## config.mk

```make
export PLATFORM = sky130hd
export DESIGN_NAME = alu_mul_sequencer
export DESIGN_NICKNAME = d
export VERILOG_FILES = /design/src/rtl/alu_mul_sequencer.sv
export SDC_FILE = /design/constraint.sdc
export NUM_CORES = 1
export LEC_CHECK = 0
export CAP_MARGIN = 20
export CORE_MARGIN = 1
export CORE_UTILIZATION = 51
export CTS_BUF_LIST = sky130_fd_sc_hd__clkbuf_4 sky130_fd_sc_hd__clkbuf_8 sky130_fd_sc_hd__clkbuf_16
export CTS_CLUSTER_DIAMETER = 200
export DETAILED_ROUTE_END_ITERATION = 10
export HOLD_SLACK_MARGIN = 0.08
export PLACE_DENSITY = 0.86
export SYNTH_ARGS = -nofsm -noshare
export SYNTH_HDL_FRONTEND = slang
export SYNTH_SLANG_ARGS = --single-unit
```

## constraint.sdc

```tcl
create_clock -name clk -period 2.7 [get_ports clk]
set_input_delay 0.405 -clock clk [delete_from_list [all_inputs] [get_ports clk]]
set_output_delay 0.405 -clock clk [all_outputs]
set_load 0.01 [all_outputs]
```

## src/rtl/alu_mul_sequencer.sv

```systemverilog
// Iterative shift-and-add multiplier that borrows the shared ALU (ADD) once per
// iteration and produces the low 32 bits of a 32x32 product.
//
// state   | meaning
// IDLE    | waiting for start; ALU belongs to the pipeline
// RUN     | one shift-and-add iteration per cycle; sequencer owns the ALU
// DONE    | one-cycle completion pulse; result register freshly updated
module alu_mul_sequencer #(
    parameter bit EARLY_EXIT = 1'b1
) (
    input  logic        clk,
    input  logic        rst_n,
    input  logic        start,
    input  logic        flush,
    input  logic [31:0] op_a,
    input  logic [31:0] op_b,
    output logic        busy,
    output logic        done,
    output logic [31:0] result,
    output logic        alu_own,
    output logic [31:0] alu_in1,
    output logic [31:0] alu_in2,
    output logic [3:0]  alu_func,
    input  logic [31:0] alu_out
);

    localparam logic [3:0] FUNC_ADD = 4'b0100;

    typedef enum logic [1:0] {
        ST_IDLE = 2'd0,
        ST_RUN  = 2'd1,
        ST_DONE = 2'd2
    } state_t;

    state_t      state_q, state_d;
    logic [31:0] acc_q, acc_d;
    logic [31:0] mcand_q, mcand_d;
    logic [31:0] mplier_q, mplier_d;
    logic [31:0] result_q, result_d;
    logic [4:0]  cnt_q, cnt_d;
    logic [31:0] acc_step;
    logic        last_iter;
    logic        in_run;

    always_ff @(posedge clk or negedge rst_n) begin
        if (!rst_n) begin
            state_q  <= ST_IDLE;
            acc_q    <= 32'd0;
            mcand_q  <= 32'd0;
            mplier_q <= 32'd0;
            result_q <= 32'd0;
            cnt_q    <= 5'd0;
        end else begin
            state_q  <= state_d;
            acc_q    <= acc_d;
            mcand_q  <= mcand_d;
            mplier_q <= mplier_d;
            result_q <= result_d;
            cnt_q    <= cnt_d;
        end
    end

    always_comb begin
        state_d  = state_q;
        acc_d    = acc_q;
        mcand_d  = mcand_q;
        mplier_d = mplier_q;
        result_d = result_q;
        cnt_d    = cnt_q;

        // ALU result is only meaningful here because alu_in*/alu_func are driven in RUN
        acc_step  = mplier_q[0] ? alu_out : acc_q;
        last_iter = (cnt_q == 5'd31) ||
                    (EARLY_EXIT && (mplier_q[31:1] == 31'd0));

        unique case (state_q)
            ST_IDLE, ST_DONE: begin
                state_d = ST_IDLE;
                if (!flush && start) begin
                    mcand_d  = op_a;
                    mplier_d = op_b;
                    acc_d    = 32'd0;
                    cnt_d    = 5'd0;
                    state_d  = ST_RUN;
                end
            end
            ST_RUN: begin
                if (flush) begin
                    state_d = ST_IDLE;
                end else begin
                    acc_d    = acc_step;
                    mcand_d  = {mcand_q[30:0], 1'b0};
                    mplier_d = {1'b0, mplier_q[31:1]};
                    cnt_d    = cnt_q + 5'd1;
                    if (last_iter) begin
                        result_d = acc_step;
                        state_d  = ST_DONE;
                    end
                end
            end
            default: state_d = ST_IDLE;
        endcase
    end

    assign in_run   = (state_q == ST_RUN);
    assign busy     = in_run;
    assign alu_own  = in_run;
    assign done     = (state_q == ST_DONE);
    assign result   = result_q;
    assign alu_in1  = in_run ? acc_q   : 32'd0;
    assign alu_in2  = in_run ? mcand_q : 32'd0;
    assign alu_func = in_run ? FUNC_ADD : 4'b0000;

endmodule

```

==> insert_results.sql, run 1 <==
INSERT INTO impl_metrics (metric_group, metric, value, unit) VALUES
('pwr', 'cellLeakagePower', '4.255', 'nW'),
('sta', 'transition_at_the_pin_with_the_smallest_max_transition_slack', '0.5283', 'ns'),
('run_status', 'run_status', 'finished clean', ''),
('yosys', 'syn-instance-count', '673', ''),
('yosys', 'yosysTopAreaCell', 'dfrtp_1', ''),
('global_routing', 'grt_overflow', '0', ''),
('flow_run', 'cap_viol_max_count', '0', ''),
('global_routing', 'initial_antenna_violation_count', '0', ''),
('yosys', 'post_synth_xor_area_fraction', '0.2671', '%'),
('hold_path', 'worst_min_path_start', 'cnt_q[4]$_DFFE_PN0P_', ''),
('worst_setup_path', 'worst_r2r_startpoint', 'cnt_q[0]$_DFFE_PN0P_', ''),
('clocking', 'clock_latency', '0.41', 'ns'),
('worst_setup_path', 'reg2reg_to', 'result[17]$_DFFE_PN0P_', ''),
('worst_setup_path', 'worstSetupStartpointType', 'flip-flop', ''),
('worst_setup_path', 'critPathKind', 'flip-flop to output port', ''),
('global_routing', 'grt_first_pass_wirelength', '28570', 'microns'),
('layout', 'final_net_count', '960', ''),
('worst_setup_path', 'r2r_cell_count', '7', ''),
('floorplan', 'design.die.area', '13320', 'sq um'),
('global_routing', 'maximum_number_of_pins_on_one_net_before_global_route_repair', '110', ''),
('yosys', 'synth_compound_area_share', '8.489', '%'),
('clocking', 'cts_tree', 'yes', ''),
('placed_design', 'globalplace.congestion', '0.8170', ''),
('route', 'drt_iter0_markers', '467', ''),
('sta', 'fin_setup_tns', '0', 'ns'),
('yosys', 'synth.yosys.warnings', '0', ''),
('worst_setup_path', 'crit_start', 'state_q[1]$_DFFE_PN0P_', ''),
('route', 'drt_first_pass_iters', '5', ''),
('layout', 'flow.area_growth_from_synthesis', '41.49', '%'),
('layout', 'finish.instance_area', '9280', 'sq um'),
('clocking', 'cts-root-to-sink-buffers', '2', ''),
('yosys', 'synthFlopType', 'dfrtp_1', ''),
('clocking', 'number_of_buffers_added_by_the_clock_tree_synthesis_step', '17', ''),
('yosys', 'post_synth_edffs', '0', ''),
('yosys', 'synth_area_leaders', 'dfrtp_1 (52%), nand2_1 (7.9%), mux2_4 (6.6%)', ''),
('sta', 'setup_viol', '0', ''),
('yosys', 'synth-simple-area-share', '23.08', '%'),
('pwr', 'ir_worst_vdd', '0.4681', 'mV'),
('global_routing', 'grt_use_met1', '33.97', '%'),
('worst_setup_path', 'worst_path_max_fanout', '109', ''),
('placed_design', 'hpwl', '11960', 'microns'),
('sta', 'final_period_minus_worst_setup_slack', '2.593', 'ns'),
('yosys', 'postSynth.asyncResetShare', '100.0', '%'),
('placed_design', 'placed_cell_areas', '8705', 'sq um'),
('yosys', 'ys_ff_latch', '135', ''),
('yosys', 'post_synth_instance_area', '6559', 'sq um'),
('yosys', 'post_synth_fa_ha_maj_area_fraction', '0.3815', '%'),
('floorplan', 'top_level_ports', '203', ''),
('sta', 'slew_headroom', '64.78', '%'),
('floorplan', 'rows', '41', ''),
('global_routing', 'globalRouteMet3Util', '7.486', '%'),
('sta', 'finalHoldViolations', '0', ''),
('clocking', 'cts.sink_count', '135', ''),
('route', 'via_count', '5604', ''),
('global_routing', 'global_route.usage.total', '28.29', '%'),
('route', 'drcViolationCount', '0', ''),
('clocking', 'clkTransAtPathRegs', '0.05', 'ns'),
('route', 'antenna_violating_nets_post_route', '0', ''),
('global_routing', 'grt_pass1_vias', '5815', ''),
('layout', 'post_route_cells_drive_above_1_share', '12.82', '%'),
('sta', 'rsz0062_at_grt', 'false', ''),
('route', 'drt-total-wl', '17820', 'microns'),
('route', 'viasPerCell', '5.399', ''),
('global_routing', 'global_route.usage.met2', '47.90', '%'),
('floorplan', 'core', '12570', 'sq um'),
('yosys', 'synth_top_area_share', '51.51', '%'),
('sta', 'slew_violations', '0', ''),
('sta', 'fin_worst_hold_slack', '0.4804', 'ns'),
('layout', 'antenna_cell_count', '0', ''),
('worst_setup_path', 'crit_end', 'alu_in2[0]', ''),
('global_routing', 'gr-max-usage-layer', 'met2', '');
==> logic make-up after synthesis <==
group	after synthesis
other cells	1
flops	135
xor+xnor	2
simple gates	337
buf+inv	55
compound gates	79
mux	62
fa+ha+maj	2
==> worst max-delay path: stages (launching register included) <==
cell and delay, ns:
dfrtp_1 0.36, nand2b_1 0.17, clkinv_2 0.10, buf_16 0.35
and2_1 0.23, clkdlybuf4s50_1 0.55
==> synthesized netlist by cell type, types with 2 or more instances <==
cell type and number:
mux2_2 31, inv_1 2, a21oi_1 9, buf_4 5, buf_2 9, o21ai_0 2, o21ai_1 5, ha_1 2
nand4_1 3, nor4_1 7, o22a_1 25, buf_6 3, nand3_1 32, clkbuf_1 35, a31oi_1 33, a22o_1 2
nor2_1 85, dfrtp_1 135, mux2i_1 2, mux2_4 29, nand2_1 138, nand2b_1 2, xor2_1 2, and2_1 65
o31ai_1 2
==> state kept, by name, summed over array words and instances (netlist names) <==
name,count
acc_q,32
cnt_q,5
mcand_q,32
mplier_q,32
result,32
state_q,2
==> area by class of cell <==
class | instances | area (sq um)
clock buffers | 24 | 515.5
repair buffers | 217 | 2176
fillers | 916 | 3288
multi-input cells | 485 | 2944
flip-flops and latches | 135 | 3378
inverters | 2 | 8.758
clock inverters | 3 | 42.54
well taps | 172 | 215.2
==> worst min path at each step <==
stage	endpoint	slack, ns	cells after the start
after global routing	mcand_q[20]$_DFFE_PN0P_	0.51	1
after CTS	cnt_q[4]$_DFFE_PN0P_	0.49	2
after global placement	mplier_q[9]$_DFFE_PN0P_	0.39	1
after floorplan	acc_q[0]$_DFFE_PN0P_	0.11	0
after detailed placement	mplier_q[15]$_DFFE_PN0P_	0.40	1
final	cnt_q[4]$_DFFE_PN0P_	0.48	2
==> per-stage QoR <==
step	std cells	util [%]	worst slack (ns)	total power [mW]
3_5_place_dp	1010	69.26	0.5245	4.100
6_report	1038	73.84	0.1074	6.277
2_1_floorplan	675	-	0.7716	3.449
5_1_grt	1038	73.84	0.004268	6.585
4_1_cts	1038	73.78	0.08383	6.313
3_3_place_gp	1010	69.26	0.5660	4.020
==> per-layer routing <==
metal,part of all wire [%],wire (microns)
met5,0,0
met1,40,7087
met3,6.1,1087
met2,51,9114
met4,3.0,535
==> cell usage in the layout (no fill, tap or decap), drive strengths merged, types with 7 or more instances in the layout <==
master         count
and2              65
nor4               7
o21ai              7
nor2              86
nand3             32
clkbuf            24
buf               18
nand2            139
o22a              25
mux2              60
clkdlybuf4s50    198
dfrtp            135
a21oi              9
a31oi             33
==> power by group <==
| part | switching, mW | internal [mW] |
|---|---|---|
| logic | 0.734 | 0.746 |
| clock network | 0.794 | 1.40 |
| registers | 0.237 | 2.37 |
| total | 1.76 | 4.51 |
==> what timing repair did <==
item                                   in CTS  in global routing
buffers inserted                            0                  0
setup endpoints to repair                   0                  8
gates resized for setup                     0                  1
hold buffers                                1                  0
endpoints found under the hold margin      56                  0
No activity file was read; power rests on OpenSTA's default activity.
==> inputs of run 2 (changes only) <==
--- a/config.mk
+++ b/config.mk
@@ -6,7 +6,6 @@
 export NUM_CORES = 1
 export LEC_CHECK = 0
 export CAP_MARGIN = 20
-export CORE_MARGIN = 1
 export CORE_UTILIZATION = 51
 export CTS_BUF_LIST = sky130_fd_sc_hd__clkbuf_4 sky130_fd_sc_hd__clkbuf_8 sky130_fd_sc_hd__clkbuf_16
 export CTS_CLUSTER_DIAMETER = 200
==> constraint.sdc (replaced) <==
create_clock -name clk -period 3.26 [get_ports clk]
set_input_delay 0.489 -clock clk [delete_from_list [all_inputs] [get_ports clk]]
set_output_delay 0.489 -clock clk [all_outputs]
set_load 0.01 [all_outputs]
==> run 2 against run 1 <==
Combinational power down 18%. Via count is 0.50% lower. Sequential power shrank 17%. Worst setup slack gained 0.37 ns. Final cell count is 0.19% lower. Largest power group unchanged. Flip-flop and latch count unchanged. Global-route usage is 1.7 points lower. Clock skew rose by 0.00054 ns. Critical path depth did not move.
==> insert_results.sql, run 2 (synthesis results as in run 1) <==
INSERT INTO impl_metrics (metric_group, metric, value, unit) VALUES
('run_status', 'run_status', 'finished clean', ''),
('layout', 'fin_cells', '1036', ''),
('floorplan', 'start_util', '52.19', '%'),
('global_routing', 'grt_overflow', '0', ''),
('route', 'via_count', '5576', ''),
('global_routing', 'initial_antenna_violation_count', '0', ''),
('global_routing', 'global_route.usage.total', '26.62', '%'),
('sta', 'max_freq', '359.3', 'MHz'),
('placed_design', 'globalplace.congestion', '0.8313', ''),
('worst_setup_path', 'r2r_cell_count', '8', ''),
('route', 'antenna_violating_nets_post_route', '0', ''),
('route', 'drt_iter0_markers', '467', ''),
('layout', 'most-common-layout-cells', 'clkdlybuf4s50_1 (198), nand2_1 (137), dfrtp_1 (135)', ''),
('route', 'drt-total-wl', '17210', 'microns'),
('global_routing', 'grt_first_pass_wirelength', '27040', 'microns'),
('worst_setup_path', 'critPathRequiredTime', '2.77', 'ns'),
('layout', 'flow.area_growth_from_synthesis', '40.40', '%'),
('worst_setup_path', 'regToRegSetupSlack', '0.87', 'ns'),
('layout', 'final_net_count', '956', ''),
('pwr', 'p_per_area', '551.0', 'nW/um^2'),
('worst_setup_path', 'critPathKind', 'flip-flop to output port', ''),
('clocking', 'number_of_buffers_added_by_the_clock_tree_synthesis_step', '17', ''),
('clocking', 'cts.hold.buffers_added', '0', ''),
('sta', 'fin_setup_tns', '0', 'ns'),
('layout', 'num-fill-cells', '896', ''),
('flow_run', 'cap_viol_max_count', '0', ''),
('route', 'viasPerCell', '5.382', ''),
('worst_setup_path', 'cp_data_arrival_time', '2.29', 'ns'),
('clocking', 'cts_root_buffer', 'clkbuf_16', ''),
('sta', 'slew_violations', '0', ''),
('floorplan', 'rows', '41', ''),
('worst_setup_path', 'worstSetupStartpointType', 'flip-flop', ''),
('clocking', 'clock_latency', '0.41', 'ns'),
('sta', 'final_period_minus_worst_setup_slack', '2.783', 'ns'),
('layout', 'post_route_cells_drive_above_1_share', '12.73', '%'),
('clocking', 'cts.htree.levels', '4', ''),
('route', 'post_drt_wl_per_cell', '16.61', 'microns'),
('clocking', 'cts_resized', '0', ''),
('route', 'top_layer_used', 'met4', ''),
('clocking', 'cts.sink_count', '135', ''),
('floorplan', 'die_height', '115.4', 'microns'),
('clocking', 'post-cts-setup-buffer-count', '0', ''),
('sta', 'finalHoldViolations', '0', ''),
('route', 'met2WireLength', '8729', 'microns'),
('worst_setup_path', 'critical_path.endpoint_type', 'output port', ''),
('clocking', 'cts-root-to-sink-buffers', '2', ''),
('floorplan', 'top_level_ports', '203', ''),
('sta', 'setup_viol', '0', ''),
('route', 'dr_wl_met3', '973', 'microns'),
('layout', 'finalCoreUtilization', '73.27', '%'),
('global_routing', 'maximum_number_of_pins_on_one_net_before_global_route_repair', '80', ''),
('placed_design', 'placed_cells', '1006', ''),
('pwr', 'ir_worst_vdd', '0.3256', 'mV'),
('route', 'metal1_wirelength', '7041', 'microns'),
('placed_design', 'io_buffer_count', '199', ''),
('placed_design', 'hpwl', '11630', 'microns'),
('sta', 'slew_headroom', '51.15', '%'),
('sta', 'post-route-period-util', '85.38', '%'),
('route', 'drcViolationCount', '0', ''),
('sta', 'finClkSkew', '0.006531', 'ns'),
('route', 'drt_first_pass_iters', '5', ''),
('floorplan', 'die_width', '115.4', 'microns'),
('hold_path', 'min-delay-path-class', 'input port to asynchronous set/reset pin', ''),
('pwr', 'cellLeakagePower', '4.228', 'nW'),
('layout', 'antenna_cell_count', '0', ''),
('global_routing', 'grt_pass1_vias', '5582', ''),
('worst_setup_path', 'worst_path_max_fanout', '26', ''),
('sta', 'rsz0062_at_grt', 'false', ''),
('clocking', 'clkTransAtPathRegs', '0.05', 'ns'),
('layout', 'layout_commonest_cell', 'clkdlybuf4s50_1', ''),
('floorplan', 'core', '12570', 'sq um'),
('sta', 'transition_at_the_pin_with_the_smallest_max_transition_slack', '0.7328', 'ns'),
('floorplan', 'design.die.area', '13320', 'sq um'),
('sta', 'fin_worst_hold_slack', '0.1209', 'ns'),
('clocking', 'cts_tree', 'yes', '');
==> run 2: cell types whose count changed in the layout (fill, tap and decap cells not counted) <==
cell / before / now
buf_12: 2 / 3
dlygate4sd3_1: 1 / 0
clkbuf_8: 6 / 3
clkinv_2: 2 / 4
buf_16: 1 / 0
buf_4: 14 / 11
clkbuf_4: 1 / 5
bufinv_16: 1 / 0
==> run 2: per-layer routing <==
layer,GRT usage (%),vias to the layer above
met5,0,-
met4,12.47,0
met3,5.904,43
met2,45.63,209
met1,31.90,2708
li1,-,2616
==> run 2: final timing paths <==
kind                                                 end                   start
worst max-delay path                         alu_in2[29]  state_q[1]$_DFFE_PN0P_
worst min-delay path            mplier_q[11]$_DFFE_PN0P_                   rst_n
worst max register to register  mplier_q[14]$_DFFE_PN0P_  state_q[1]$_DFFE_PN0P_
worst min register to register      acc_q[1]$_DFFE_PN0P_    acc_q[1]$_DFFE_PN0P_
max in group asynchronous           acc_q[8]$_DFFE_PN0P_                   rst_n
min in group clk                    acc_q[1]$_DFFE_PN0P_    acc_q[1]$_DFFE_PN0P_
==> run 2: layout make-up <==
type,count,area (sq um),share of cell area [%]
clock buffers,25,504.2,5.476
clock inverters,4,22.52,0.2446
repair buffers,213,2136,23.19
multi-input cells,485,2944,31.97
inverters,2,8.758,0.09511
flip-flops and latches,135,3378,36.68
well taps,172,215.2,2.337
==> run 2: power by group <==
part	total (mW)	internal (mW)	switching [mW]	leakage, nW
clock	1.70	1.06	0.648	0.266
sequential	2.16	1.96	0.199	1.70
combinational	1.21	0.614	0.593	2.26
==> run 2: critical path: stages (launching register included) <==
cell and delay, ns:
dfrtp_1 0.36, nand2b_1 0.17, clkinv_2 0.27, buf_4 0.33
and2_1 0.21, clkdlybuf4s50_1 0.54
==> run 2: metrics by stage <==
| step | power [mW] | instance area [sq um] | setup WS, ns |
|---|---|---|---|
| 3_3_place_gp | 3.316 | 8662 | 0.7150 |
| 6_report | 5.074 | 9209 | 0.4767 |
| 2_1_floorplan | 2.856 | 6566 | 1.248 |
| 3_5_place_dp | 3.382 | 8662 | 0.6284 |
| 5_1_grt | 5.339 | 9209 | 0.3480 |
| 4_1_cts | 5.111 | 9189 | 0.4690 |
